===== src/rtl/axi_mem_arb_pkg.sv =====
// rtl/axi_mem_arb_pkg.sv - shared types and constants for the two-master AXI memory arbiter
package axi_mem_arb_pkg;

   localparam int NUM_MST = 2;

   typedef enum logic [1:0] {
      WR_IDLE = 2'd0,
      WR_ADDR = 2'd1,
      WR_DATA = 2'd2,
      WR_RESP = 2'd3
   } wr_state_t;

   typedef enum logic [1:0] {
      RD_IDLE = 2'd0,
      RD_ADDR = 2'd1,
      RD_DATA = 2'd2
   } rd_state_t;

endpackage


===== src/rtl/axi_arb_rr2.sv =====
// rtl/axi_arb_rr2.sv - two-way round-robin picker returning the winning master index
module axi_arb_rr2
   import axi_mem_arb_pkg::*;
(
   input  logic [NUM_MST-1:0] req_i,
   input  logic               last_i,
   output logic               gnt_o
);

   // A lone requester wins; on a tie the master that was not served last wins.
   always_comb begin
      gnt_o = 1'b0;
      case (req_i)
         2'b01:   gnt_o = 1'b0;
         2'b10:   gnt_o = 1'b1;
         2'b11:   gnt_o = ~last_i;
         default: gnt_o = 1'b0;
      endcase
   end

endmodule


===== src/rtl/axi_mem_arbiter.sv =====
// rtl/axi_mem_arbiter.sv - 2:1 AXI4 arbiter onto the DDR port; optional burst counters via AXI_MEM_ARB_PERF_EN
module axi_mem_arbiter
   import axi_mem_arb_pkg::*;
#(
   parameter int ADDR_W = 32,
   parameter int DATA_W = 64,
   parameter int ID_W   = 6
) (
   input  logic                             clk,
   input  logic                             rst,
   // write address, per master
   input  logic [NUM_MST-1:0][ID_W-1:0]     s_awid,
   input  logic [NUM_MST-1:0][ADDR_W-1:0]   s_awaddr,
   input  logic [NUM_MST-1:0][7:0]          s_awlen,
   input  logic [NUM_MST-1:0][2:0]          s_awsize,
   input  logic [NUM_MST-1:0][1:0]          s_awburst,
   input  logic [NUM_MST-1:0]               s_awvalid,
   output logic [NUM_MST-1:0]               s_awready,
   // write data, per master
   input  logic [NUM_MST-1:0][DATA_W-1:0]   s_wdata,
   input  logic [NUM_MST-1:0][DATA_W/8-1:0] s_wstrb,
   input  logic [NUM_MST-1:0]               s_wlast,
   input  logic [NUM_MST-1:0]               s_wvalid,
   output logic [NUM_MST-1:0]               s_wready,
   // write response, per master
   output logic [NUM_MST-1:0][ID_W-1:0]     s_bid,
   output logic [NUM_MST-1:0][1:0]          s_bresp,
   output logic [NUM_MST-1:0]               s_bvalid,
   input  logic [NUM_MST-1:0]               s_bready,
   // read address, per master
   input  logic [NUM_MST-1:0][ID_W-1:0]     s_arid,
   input  logic [NUM_MST-1:0][ADDR_W-1:0]   s_araddr,
   input  logic [NUM_MST-1:0][7:0]          s_arlen,
   input  logic [NUM_MST-1:0][2:0]          s_arsize,
   input  logic [NUM_MST-1:0][1:0]          s_arburst,
   input  logic [NUM_MST-1:0]               s_arvalid,
   output logic [NUM_MST-1:0]               s_arready,
   // read data, per master
   output logic [NUM_MST-1:0][ID_W-1:0]     s_rid,
   output logic [NUM_MST-1:0][DATA_W-1:0]   s_rdata,
   output logic [NUM_MST-1:0][1:0]          s_rresp,
   output logic [NUM_MST-1:0]               s_rlast,
   output logic [NUM_MST-1:0]               s_rvalid,
   input  logic [NUM_MST-1:0]               s_rready,
   // memory-side AXI bus
   output logic [ID_W-1:0]                  m_awid,
   output logic [ADDR_W-1:0]                m_awaddr,
   output logic [7:0]                       m_awlen,
   output logic [2:0]                       m_awsize,
   output logic [1:0]                       m_awburst,
   output logic                             m_awvalid,
   input  logic                             m_awready,
   output logic [DATA_W-1:0]                m_wdata,
   output logic [DATA_W/8-1:0]              m_wstrb,
   output logic                             m_wlast,
   output logic                             m_wvalid,
   input  logic                             m_wready,
   input  logic [ID_W-1:0]                  m_bid,
   input  logic [1:0]                       m_bresp,
   input  logic                             m_bvalid,
   output logic                             m_bready,
   output logic [ID_W-1:0]                  m_arid,
   output logic [ADDR_W-1:0]                m_araddr,
   output logic [7:0]                       m_arlen,
   output logic [2:0]                       m_arsize,
   output logic [1:0]                       m_arburst,
   output logic                             m_arvalid,
   input  logic                             m_arready,
   input  logic [ID_W-1:0]                  m_rid,
   input  logic [DATA_W-1:0]                m_rdata,
   input  logic [1:0]                       m_rresp,
   input  logic                             m_rlast,
   input  logic                             m_rvalid,
   output logic                             m_rready
`ifdef AXI_MEM_ARB_PERF_EN
   ,
   output logic [NUM_MST-1:0][31:0]         o_wr_bursts,
   output logic [NUM_MST-1:0][31:0]         o_rd_bursts
`endif
);

   wr_state_t wr_state_q, wr_state_d;
   rd_state_t rd_state_q, rd_state_d;
   logic      wsel_q, wsel_d;
   logic      rsel_q, rsel_d;
   logic      last_w_q, last_w_d;
   logic      last_r_q, last_r_d;
   logic      wr_gnt;
   logic      rd_gnt;

   axi_arb_rr2 u_wr_rr (
      .req_i  (s_awvalid),
      .last_i (last_w_q),
      .gnt_o  (wr_gnt)
   );

   axi_arb_rr2 u_rd_rr (
      .req_i  (s_arvalid),
      .last_i (last_r_q),
      .gnt_o  (rd_gnt)
   );

   // State, selection and round-robin history; pointers reset to 1 so master 0 wins first.
   always_ff @(posedge clk) begin
      if (rst) begin
         wr_state_q <= WR_IDLE;
         rd_state_q <= RD_IDLE;
         wsel_q     <= 1'b0;
         rsel_q     <= 1'b0;
         last_w_q   <= 1'b1;
         last_r_q   <= 1'b1;
      end else begin
         wr_state_q <= wr_state_d;
         rd_state_q <= rd_state_d;
         wsel_q     <= wsel_d;
         rsel_q     <= rsel_d;
         last_w_q   <= last_w_d;
         last_r_q   <= last_r_d;
      end
   end

   // Write path: grant in idle, then route AW, W and B to/from the selected master only.
   always_comb begin
      wr_state_d = wr_state_q;
      wsel_d     = wsel_q;
      last_w_d   = last_w_q;
      m_awid     = '0;
      m_awaddr   = '0;
      m_awlen    = '0;
      m_awsize   = '0;
      m_awburst  = '0;
      m_awvalid  = 1'b0;
      s_awready  = '0;
      m_wdata    = '0;
      m_wstrb    = '0;
      m_wlast    = 1'b0;
      m_wvalid   = 1'b0;
      s_wready   = '0;
      s_bid      = '0;
      s_bresp    = '0;
      s_bvalid   = '0;
      m_bready   = 1'b0;
      case (wr_state_q)
         WR_IDLE: begin
            if (|s_awvalid) begin
               wsel_d     = wr_gnt;
               wr_state_d = WR_ADDR;
            end
         end
         WR_ADDR: begin
            m_awid            = s_awid[wsel_q];
            m_awaddr          = s_awaddr[wsel_q];
            m_awlen           = s_awlen[wsel_q];
            m_awsize          = s_awsize[wsel_q];
            m_awburst         = s_awburst[wsel_q];
            m_awvalid         = s_awvalid[wsel_q];
            s_awready[wsel_q] = m_awready;
            if (m_awvalid && m_awready) begin
               wr_state_d = WR_DATA;
            end
         end
         WR_DATA: begin
            m_wdata          = s_wdata[wsel_q];
            m_wstrb          = s_wstrb[wsel_q];
            m_wlast          = s_wlast[wsel_q];
            m_wvalid         = s_wvalid[wsel_q];
            s_wready[wsel_q] = m_wready;
            if (m_wvalid && m_wready && m_wlast) begin
               wr_state_d = WR_RESP;
            end
         end
         WR_RESP: begin
            s_bid[wsel_q]    = m_bid;
            s_bresp[wsel_q]  = m_bresp;
            s_bvalid[wsel_q] = m_bvalid;
            m_bready         = s_bready[wsel_q];
            if (m_bvalid && m_bready) begin
               last_w_d   = wsel_q;
               wr_state_d = WR_IDLE;
            end
         end
         default: wr_state_d = WR_IDLE;
      endcase
   end

   // Read path: grant in idle, route AR to memory and R beats back to the selected master.
   always_comb begin
      rd_state_d = rd_state_q;
      rsel_d     = rsel_q;
      last_r_d   = last_r_q;
      m_arid     = '0;
      m_araddr   = '0;
      m_arlen    = '0;
      m_arsize   = '0;
      m_arburst  = '0;
      m_arvalid  = 1'b0;
      s_arready  = '0;
      s_rid      = '0;
      s_rdata    = '0;
      s_rresp    = '0;
      s_rlast    = '0;
      s_rvalid   = '0;
      m_rready   = 1'b0;
      case (rd_state_q)
         RD_IDLE: begin
            if (|s_arvalid) begin
               rsel_d     = rd_gnt;
               rd_state_d = RD_ADDR;
            end
         end
         RD_ADDR: begin
            m_arid            = s_arid[rsel_q];
            m_araddr          = s_araddr[rsel_q];
            m_arlen           = s_arlen[rsel_q];
            m_arsize          = s_arsize[rsel_q];
            m_arburst         = s_arburst[rsel_q];
            m_arvalid         = s_arvalid[rsel_q];
            s_arready[rsel_q] = m_arready;
            if (m_arvalid && m_arready) begin
               rd_state_d = RD_DATA;
            end
         end
         RD_DATA: begin
            s_rid[rsel_q]    = m_rid;
            s_rdata[rsel_q]  = m_rdata;
            s_rresp[rsel_q]  = m_rresp;
            s_rlast[rsel_q]  = m_rlast;
            s_rvalid[rsel_q] = m_rvalid;
            m_rready         = s_rready[rsel_q];
            if (m_rvalid && m_rready && m_rlast) begin
               last_r_d   = rsel_q;
               rd_state_d = RD_IDLE;
            end
         end
         default: rd_state_d = RD_IDLE;
      endcase
   end

`ifdef AXI_MEM_ARB_PERF_EN
   logic [NUM_MST-1:0][31:0] wr_cnt_q;
   logic [NUM_MST-1:0][31:0] rd_cnt_q;

   // Completed-burst counters per master: B handshake for writes, final R handshake for reads.
   always_ff @(posedge clk) begin
      if (rst) begin
         wr_cnt_q <= '0;
         rd_cnt_q <= '0;
      end else begin
         if (wr_state_q == WR_RESP && m_bvalid && m_bready) begin
            wr_cnt_q[wsel_q] <= wr_cnt_q[wsel_q] + 32'd1;
         end
         if (rd_state_q == RD_DATA && m_rvalid && m_rready && m_rlast) begin
            rd_cnt_q[rsel_q] <= rd_cnt_q[rsel_q] + 32'd1;
         end
      end
   end

   assign o_wr_bursts = wr_cnt_q;
   assign o_rd_bursts = rd_cnt_q;
`endif

endmodule


===== config.mk =====
export PLATFORM = sky130hd
export DESIGN_NAME = axi_mem_arbiter
export DESIGN_NICKNAME = d
export VERILOG_FILES = /design/src/rtl/axi_mem_arb_pkg.sv /design/src/rtl/axi_arb_rr2.sv /design/src/rtl/axi_mem_arbiter.sv
export SDC_FILE = /design/constraint.sdc
export NUM_CORES = 1
export LEC_CHECK = 0
export BUFFER_PORTS_ARGS = -buffer_cell sky130_fd_sc_hd__buf_2
export CAP_MARGIN = 0
export CORE_AREA = 2 2 315 317
export CTS_BUF_LIST = sky130_fd_sc_hd__clkbuf_4
export DETAILED_ROUTE_END_ITERATION = 6
export DIE_AREA = 0 0 317 319
export PLACE_DENSITY_LB_ADDON = 0.05
export SLEW_MARGIN = 20
export SYNTH_ARGS = -nofsm -noshare
export SYNTH_HDL_FRONTEND = slang
export SYNTH_SLANG_ARGS = --single-unit

===== constraint.sdc =====
create_clock -name clk -period 1.9 [get_ports clk]
set_input_delay 0.285 -clock clk [delete_from_list [all_inputs] [get_ports clk]]
set_output_delay 0.285 -clock clk [all_outputs]
set_load 0.01 [all_outputs]

==> results.md, run 1 <==
* Final hold violation count at 0
* Slowest CP cell: dfxtp_4
* Pre-CTS setup slack at 86.5 ps
* Setup WS post-layout at 26.4 ps
* Peak VDD IR at roughly 0.00028 V
* Residual DRC count at 0
* GRT Resource Usage Total at 0.0816
* Seq cells post-synth at 8
* CTS clk-pin slew, worst paths at 70 ps
* Pin count of the biggest net entering global routing at 38
* Starting DRT DRC Count at 136
* IO Port Bufs at approximately 800
* Via count at ~7,900
* Post-Synthesis Cells at 652
* Clock network power share at 0.026
* Worst-skew pair later-pin latency at 290 ps
* Net Sw Power at 2790 uW
* CTS Hold Bufs at 0
* Cts bufs inserted at 3
* Area delta synth->final at 180%
* CP Class: flop to output port
* DRT antenna net count at 0
* Share of layout cells above drive strength 1 at 0.688
* Crit start category: flop
* Power Dens Cells at about 480 nW/um^2
* WL/cell at 17.2 um
* CP Data Arrival Time at 1590 ps
* Clk sinks at 8
* I/O pins at 800
* Biggest cell delay along the critical path at 390 ps
* Chip width at about 320 um
* Sequential element share of the synthesized area at 0.0346
* Slew HR at 0.708
* Critical path cell sequence: buf_6, nor2_4, buf_12, buf_12, clkbuf_16, and2_4, buf_6
* Setup violators final at 0
* GRT overflow at 0
* Final Util at 0.133
* WL final at 48,100 um
* Tmin final at about 1900 ps
* Synth cell types at 25
* Unrepaired setup endpoints after global routing: yes
* H-tree Lvls at 1
* Clock skew at 0.418 ps
* Clock Path Buffers at 2
* Slew @ Worst Pin at 433 ps
* Number of synthesized flops with an enable pin at 0
* Comb power frac at 0.930
* Global-route wire length before repair at 58,600 um
* Fin crit share at 0.986
* Synthesis warning total at 0
* Die area at 101,000 um^2
* Core Rows at about 120
* Sequential power share at 0.044
* Net Sw Frac at 0.449
* Critical Path Fanout Max at 8
* Leak Pwr at 0.00639 uW
* Top_reg_cell synth: dfxtp_1
* Vias in the first global route at around 8,000
* Max Clock Freq at 0.534 GHz
* Max Slew Vio Count at 0
* Async S/R FF share, synth at 0
* Internal power at ~3400 uW
* GPL Wtd Cong at around 0.7
* Max Cap Viol at 0
* CP endpoint kind: output port
* Synthesized Nets at 1,105
* CTS tree: done
* Detail Placement HPWL at 37,200 um
* Vias/cell at 2.84
* Clk root buf: clkbuf_4
* Critical path required time at 1620 ps
* Area of the mapped netlist at 4620 um^2
* Hold Crit Class: input pin to flop
* Syn avg cell area at 7.09 um^2
* Final net count at between 1,500 and 2,000
* DRT Pass-1 Iters at 4
* CORE AREA at 97,700 um^2
* Die height at approximately 320 um
* Antenna violations before repair at 12
* Initial Utilization at 0.0473
* Outcome: finished clean
## power by group through the flow
stage               clock network, uW  logic [uW]  registers [uW]
floorplan                           0        2120             220
global placement                    0        4430             244
detailed placement                  0        4380             246
CTS                               200        4950             248
global route                      205        6280             277
finish                            165        5790             271
## final timing paths
check,start,slack [ps],endpoint,cells after the start
max,rsel_q$_SDFFE_PP0P_,30,s_rdata[62],7
max reg2reg,wsel_q$_SDFFE_PP0P_,180,wr_state_q[0]$_SDFFE_PP0P_,6
min,s_arvalid[1],310,rsel_q$_SDFFE_PP0P_,3
min reg2reg,rd_state_q[1]$_SDFFE_PP0P_,490,rd_state_q[0]$_SDFFE_PP0P_,1
## state kept, by name, summed over array words and instances (netlist names)
register,flops
rsel_q,1
last_r_q,1
rd_state_q,2
wsel_q,1
last_w_q,1
wr_state_q,2
## per-stage QoR
| stage | cells | power, uW | TNS (ps) | instance area (um^2) | hold WS, ps |
|---|---|---|---|---|---|
| after floorplan | 652 | 2340 | 0 | 4620 | 446 |
| after global placement | 2715 | 4680 | 0 | 10500 | 471 |
| after detailed placement | 2715 | 4630 | 0 | 10500 | 481 |
| after CTS | 2747 | 5400 | -3260 | 11500 | 279 |
| after global routing | 2791 | 6760 | -5540 | 12900 | 328 |
| final | 2793 | 6230 | 0 | 12900 | 311 |
## layer usage
metal  part of all wire  wire [um]  GRT usage
met1               0.34      16200     0.0752
met3              0.096       4610     0.0295
met5            0.00094         45          0
met2               0.56      26900      0.170
met4             0.0068        328    0.00891
## cell usage after synthesis, types with 2 or more instances
| master | n | share of area |
|---|---|---|
| nor2b_1 | 129 | 0.17 |
| dfxtp_1 | 8 | 0.035 |
| mux2i_1 | 183 | 0.40 |
| clkbuf_1 | 38 | 0.031 |
| a32oi_1 | 2 | 0.0038 |
| nand2b_1 | 7 | 0.0095 |
| buf_2 | 19 | 0.021 |
| ha_1 | 5 | 0.014 |
| and3_1 | 14 | 0.019 |
| nand2_1 | 8 | 0.0065 |
| and2_1 | 157 | 0.21 |
| nor2_1 | 62 | 0.050 |
| nor3_1 | 4 | 0.0043 |
| inv_1 | 5 | 0.0041 |
## worst max-delay path: cells and delay by family (launching register included)
family	cells	cell delay (ps)
DFF	1	390
and+or+nand+nor	2	260
buffers and inverters	5	640
## cell type report
type | instances | area, um^2
Fill cell | 11400 | 84800
Timing Repair Buffer | 907 | 6410
Multi-Input combinational cell | 580 | 4690
Tap cell | 1287 | 1610
Sequential cell | 8 | 178
Inverter | 5 | 23.8
Clock buffer | 3 | 22.5
Antenna cell | 3 | 7.51
## what timing repair did
action                     in CTS  in global routing
buffers inserted               19                 23
setup endpoints to repair     235                241
pin swaps                      18                 31
gates cloned                   10                 22
gates resized for setup       108                192
## logic make-up after synthesis
logic type / after synthesis / share of synthesized area
AND/OR/NAND/NOR: 384 / 0.481
flip-flops: 8 / 0.0346
multiplexers: 184 / 0.399
adder cells (fa/ha/maj): 5 / 0.0135
buffers and inverters: 64 / 0.0579
AO/OA/AOI/OAI: 7 / 0.0138
## cells in the final DEF, fill, tap and decap left out, types with 15 or more instances in the layout
master	synthesis	final
nor2_1	62	60
mux2i_1	183	156
buf_16	0	15
buf_12	0	31
nor2b_1	129	108
and2_1	157	102
buf_6	0	83
buf_4	1	36
clkbuf_16	0	20
buf_2	19	716
mux2i_2	0	17
and2_4	0	55
Note: power is estimated with default switching activity, not from simulation.
==> inputs of run 2 (changes only) <==
--- a/config.mk
+++ b/config.mk
@@ -12,6 +12,7 @@
 export DETAILED_ROUTE_END_ITERATION = 6
 export DIE_AREA = 0 0 317 319
 export PLACE_DENSITY_LB_ADDON = 0.05
+export SETUP_SLACK_MARGIN = 0.2
 export SLEW_MARGIN = 20
 export SYNTH_ARGS = -nofsm -noshare
 export SYNTH_HDL_FRONTEND = slang
==> run 2 against run 1 <==
Effect of this change:
- via count up 4.2%
- flip-flop and latch count unchanged
- first-iteration DRC count rose by 4.4%
- the flow now finishes with violations (negative setup slack)
- non-clock buffer count rose by 45
- largest cell class unchanged
- global-route usage grew 0.61 points
==> results.md, run 2 (same netlist as run 1, synthesis figures left out) <==
* Critical Path Fanout Max at 7 (-1)
* Outcome: finished, violations left
* Max Clock Freq at 0.524 GHz (-1.8%)
* Internal power at 4790 uW (+39%)
* CTS tree: done
* Area of the multi-input gates at 5430 um^2 (+16%)
* Final hold slack at 315 ps (+4.26 ps)
* Clk root buf: clkbuf_4
* Fin crit share at 1.00 (+0.0181)
* Hold path depth at 3 (unchanged)
* Vias in the first global route at 8,406 (+4.4%)
* IO Port Bufs at 799 (unchanged)
* H-tree Lvls at 1 (unchanged)
* WL/cell at 18.0 um (+4.4%)
* Slew HR at 0.810 (+0.102)
* DRT Pass-1 Iters at 4 (unchanged)
* Antenna violations before repair at 11 (-1)
* Clock skew at 0.423 ps (+0.00472 ps)
* Core Rows at 115 (unchanged)
* Most frequent cells in the layout: buf_2, buf_6, mux2i_1
* Worst-skew pair later-pin latency at 290 ps (about the same)
* Commonest non-fill, non-tap cell in the layout: buf_2
* DRT antenna net count at 0 (unchanged)
* Hold Crit Class: input pin to flop
* Net Sw Power at 3320 uW (+19%)
* Max Cap Viol at 0 (unchanged)
* Inst Count DP at 2,715 (unchanged)
* Initial Utilization at 0.0473 (unchanged)
* Comb power frac at 0.947 (+0.017)
* Die area at 101,000 um^2 (unchanged)
* Peak VDD IR at 0.000239 V (-14%)
* CP Class: flop to output port
* Pin count of the biggest net entering global routing at 24 (-37%)
* Min-delay src: s_arvalid[1]
* WL final at 51,000 um (+6.1%)
* Share of layout cells above drive strength 1 at 0.762 (+0.0743)
* Clk sinks at 8 (unchanged)
* Residual DRC count at 0 (unchanged)
* Crit start category: flop
* Register-to-register setup slack at 160 ps (-20 ps)
* Clock network power share at 0.021 (-0.005)
* Max Slew Vio Count at 0 (unchanged)
* Via count at 8,254 (+4.2%)
* Largest registers: rd_state_q (2), wr_state_q (2)
* CTS clk-pin slew, worst paths at 70 ps (about the same)
* Starting DRT DRC Count at 142 (+4.4%)
* Clock Path Buffers at 2 (unchanged)
* Min-Delay Endpoint: rsel_q$_SDFFE_PP0P_
* Die height at 319 um (unchanged)
* Finished Layout Cells at 2,838 (+1.6%)
* Final net count at 2,003 (+2.3%)
* CORE AREA at 97,700 um^2 (unchanged)
* I/O pins at 800 (unchanged)
* CP Data Arrival Time at 1620 ps (+30 ps)
* Tmin final at 1910 ps (+34.4 ps)
* Cts bufs inserted at 3 (unchanged)
* FF-to-FF End: wr_state_q[0]$_SDFFE_PP0P_
* GRT overflow at 0 (unchanged)
* Failing checks: negative setup slack
* GRT Resource Usage Total at 0.0877 (+0.00609)
* Critical path required time at 1620 ps (about the same)
* R2R Path Start: wr_state_q[1]$_SDFFE_PP0P_
* Area delta synth->final at 226%
* Net Sw Frac at 0.409 (-0.0393)
* Final hold violation count at 0 (unchanged)
* Total power at 8100 uW (+30%)
* Register area at 180 um^2 (+1.4%)
* Unrepaired setup endpoints after global routing: yes
* Setup violators final at 6 (+6)
* Chip width at 317 um (unchanged)
* CP endpoint kind: output port
* R2r worst-path depth at 8 (+2)
* Vias/cell at 2.91 (+2.6%)
* Setup WS post-layout at -8.01 ps (-34.4 ps)
* Global-route wire length before repair at 62,600 um (+6.8%)
* Fillers at 11,200 (-1.9%)
* Final Util at 0.154 (+0.0216)
* Detail Placement HPWL at 37,200 um (unchanged)
* Leak Pwr at 0.00702 uW (+9.9%)
* Power Dens Cells at 538 nW/um^2 (+12%)
* Sequential power share at 0.033 (-0.011)
* Slew @ Worst Pin at 276 ps (-157 ps)
* GPL Wtd Cong at 0.719 (unchanged)
[run 2: cell types whose count changed in the layout (fill, tap and decap cells not counted), moves of 13 or more]
cell | before | now
nor2b_4 | 8 | 37
buf_12 | 31 | 44
nor2b_1 | 108 | 91
and2_1 | 102 | 62
and2_4 | 55 | 95
mux2i_1 | 156 | 130
buf_16 | 15 | 31
buf_6 | 83 | 169
buf_4 | 36 | 23
mux2i_4 | 10 | 35
buf_2 | 716 | 655
[run 2: critical path, stage by stage, from the launching register on]
cell	delay, ps
dfxtp_4	370
buf_12	160
buf_16	160
buf_12	110
buf_12	100
mux2i_2	220
nor2b_1	70
buf_2	140
[run 2: worst max-delay path by stage]
| stage | startpoint | end | slack, ps |
|---|---|---|---|
| finish | wsel_q$_SDFFE_PP0P_ | m_wdata[13] | -8 |
| CTS | wsel_q$_SDFFE_PP0P_ | m_wdata[13] | -60 |
| global route | rsel_q$_SDFFE_PP0P_ | m_araddr[31] | -100 |
| floorplan | wr_state_q[0]$_SDFFE_PP0P_ | m_wdata[24] | 280 |
| detailed placement | wsel_q$_SDFFE_PP0P_ | wr_state_q[0]$_SDFFE_PP0P_ | 90 |
| global placement | wsel_q$_SDFFE_PP0P_ | wr_state_q[0]$_SDFFE_PP0P_ | 70 |
[run 2: final cells by class]
cell class,instances,share of cell area
inverters,5,0.00191
diodes,3,0.000499
multi-input cells,580,0.360
clock buffers,3,0.00150
well taps,1287,0.107
flip-flops and latches,8,0.0120
repair buffers,952,0.517
[run 2: power by group through the flow]
| stage | clock network [uW] | registers, uW | logic (uW) |
|---|---|---|---|
| 2_1_floorplan | 0 | 220 | 2120 |
| 3_5_place_dp | 0 | 246 | 4380 |
| 5_1_grt | 205 | 270 | 8210 |
| 6_report | 167 | 264 | 7670 |
| 3_3_place_gp | 0 | 244 | 4430 |
| 4_1_cts | 200 | 267 | 6570 |
[run 2: timing repair]
item | in CTS | in global routing
pin swaps | 27 | 75
endpoints found under the setup margin | 353 | 354
gates cloned | 30 | 20
buffers inserted | 44 | 23
gates resized for setup | 219 | 351
hold buffers | 0 | 0
[run 2: metrics by stage]
step,instance area [um^2],setup TNS (ps),setup slack [ps]
floorplan,4620,0,281
global placement,10500,0,70.1
detailed placement,10500,0,86.5
CTS,12800,-3390,-56.8
global route,15100,-9150,-103
finish,15100,-20.5,-8.01
[run 2: per-layer routing]
metal,vias to the layer above,share of wire,GRT usage
li1,3970,-,-
met1,3810,0.33,0.0813
met2,448,0.57,0.183
met3,20,0.090,0.0296
met4,6,0.0070,0.0113
met5,-,0.00088,0
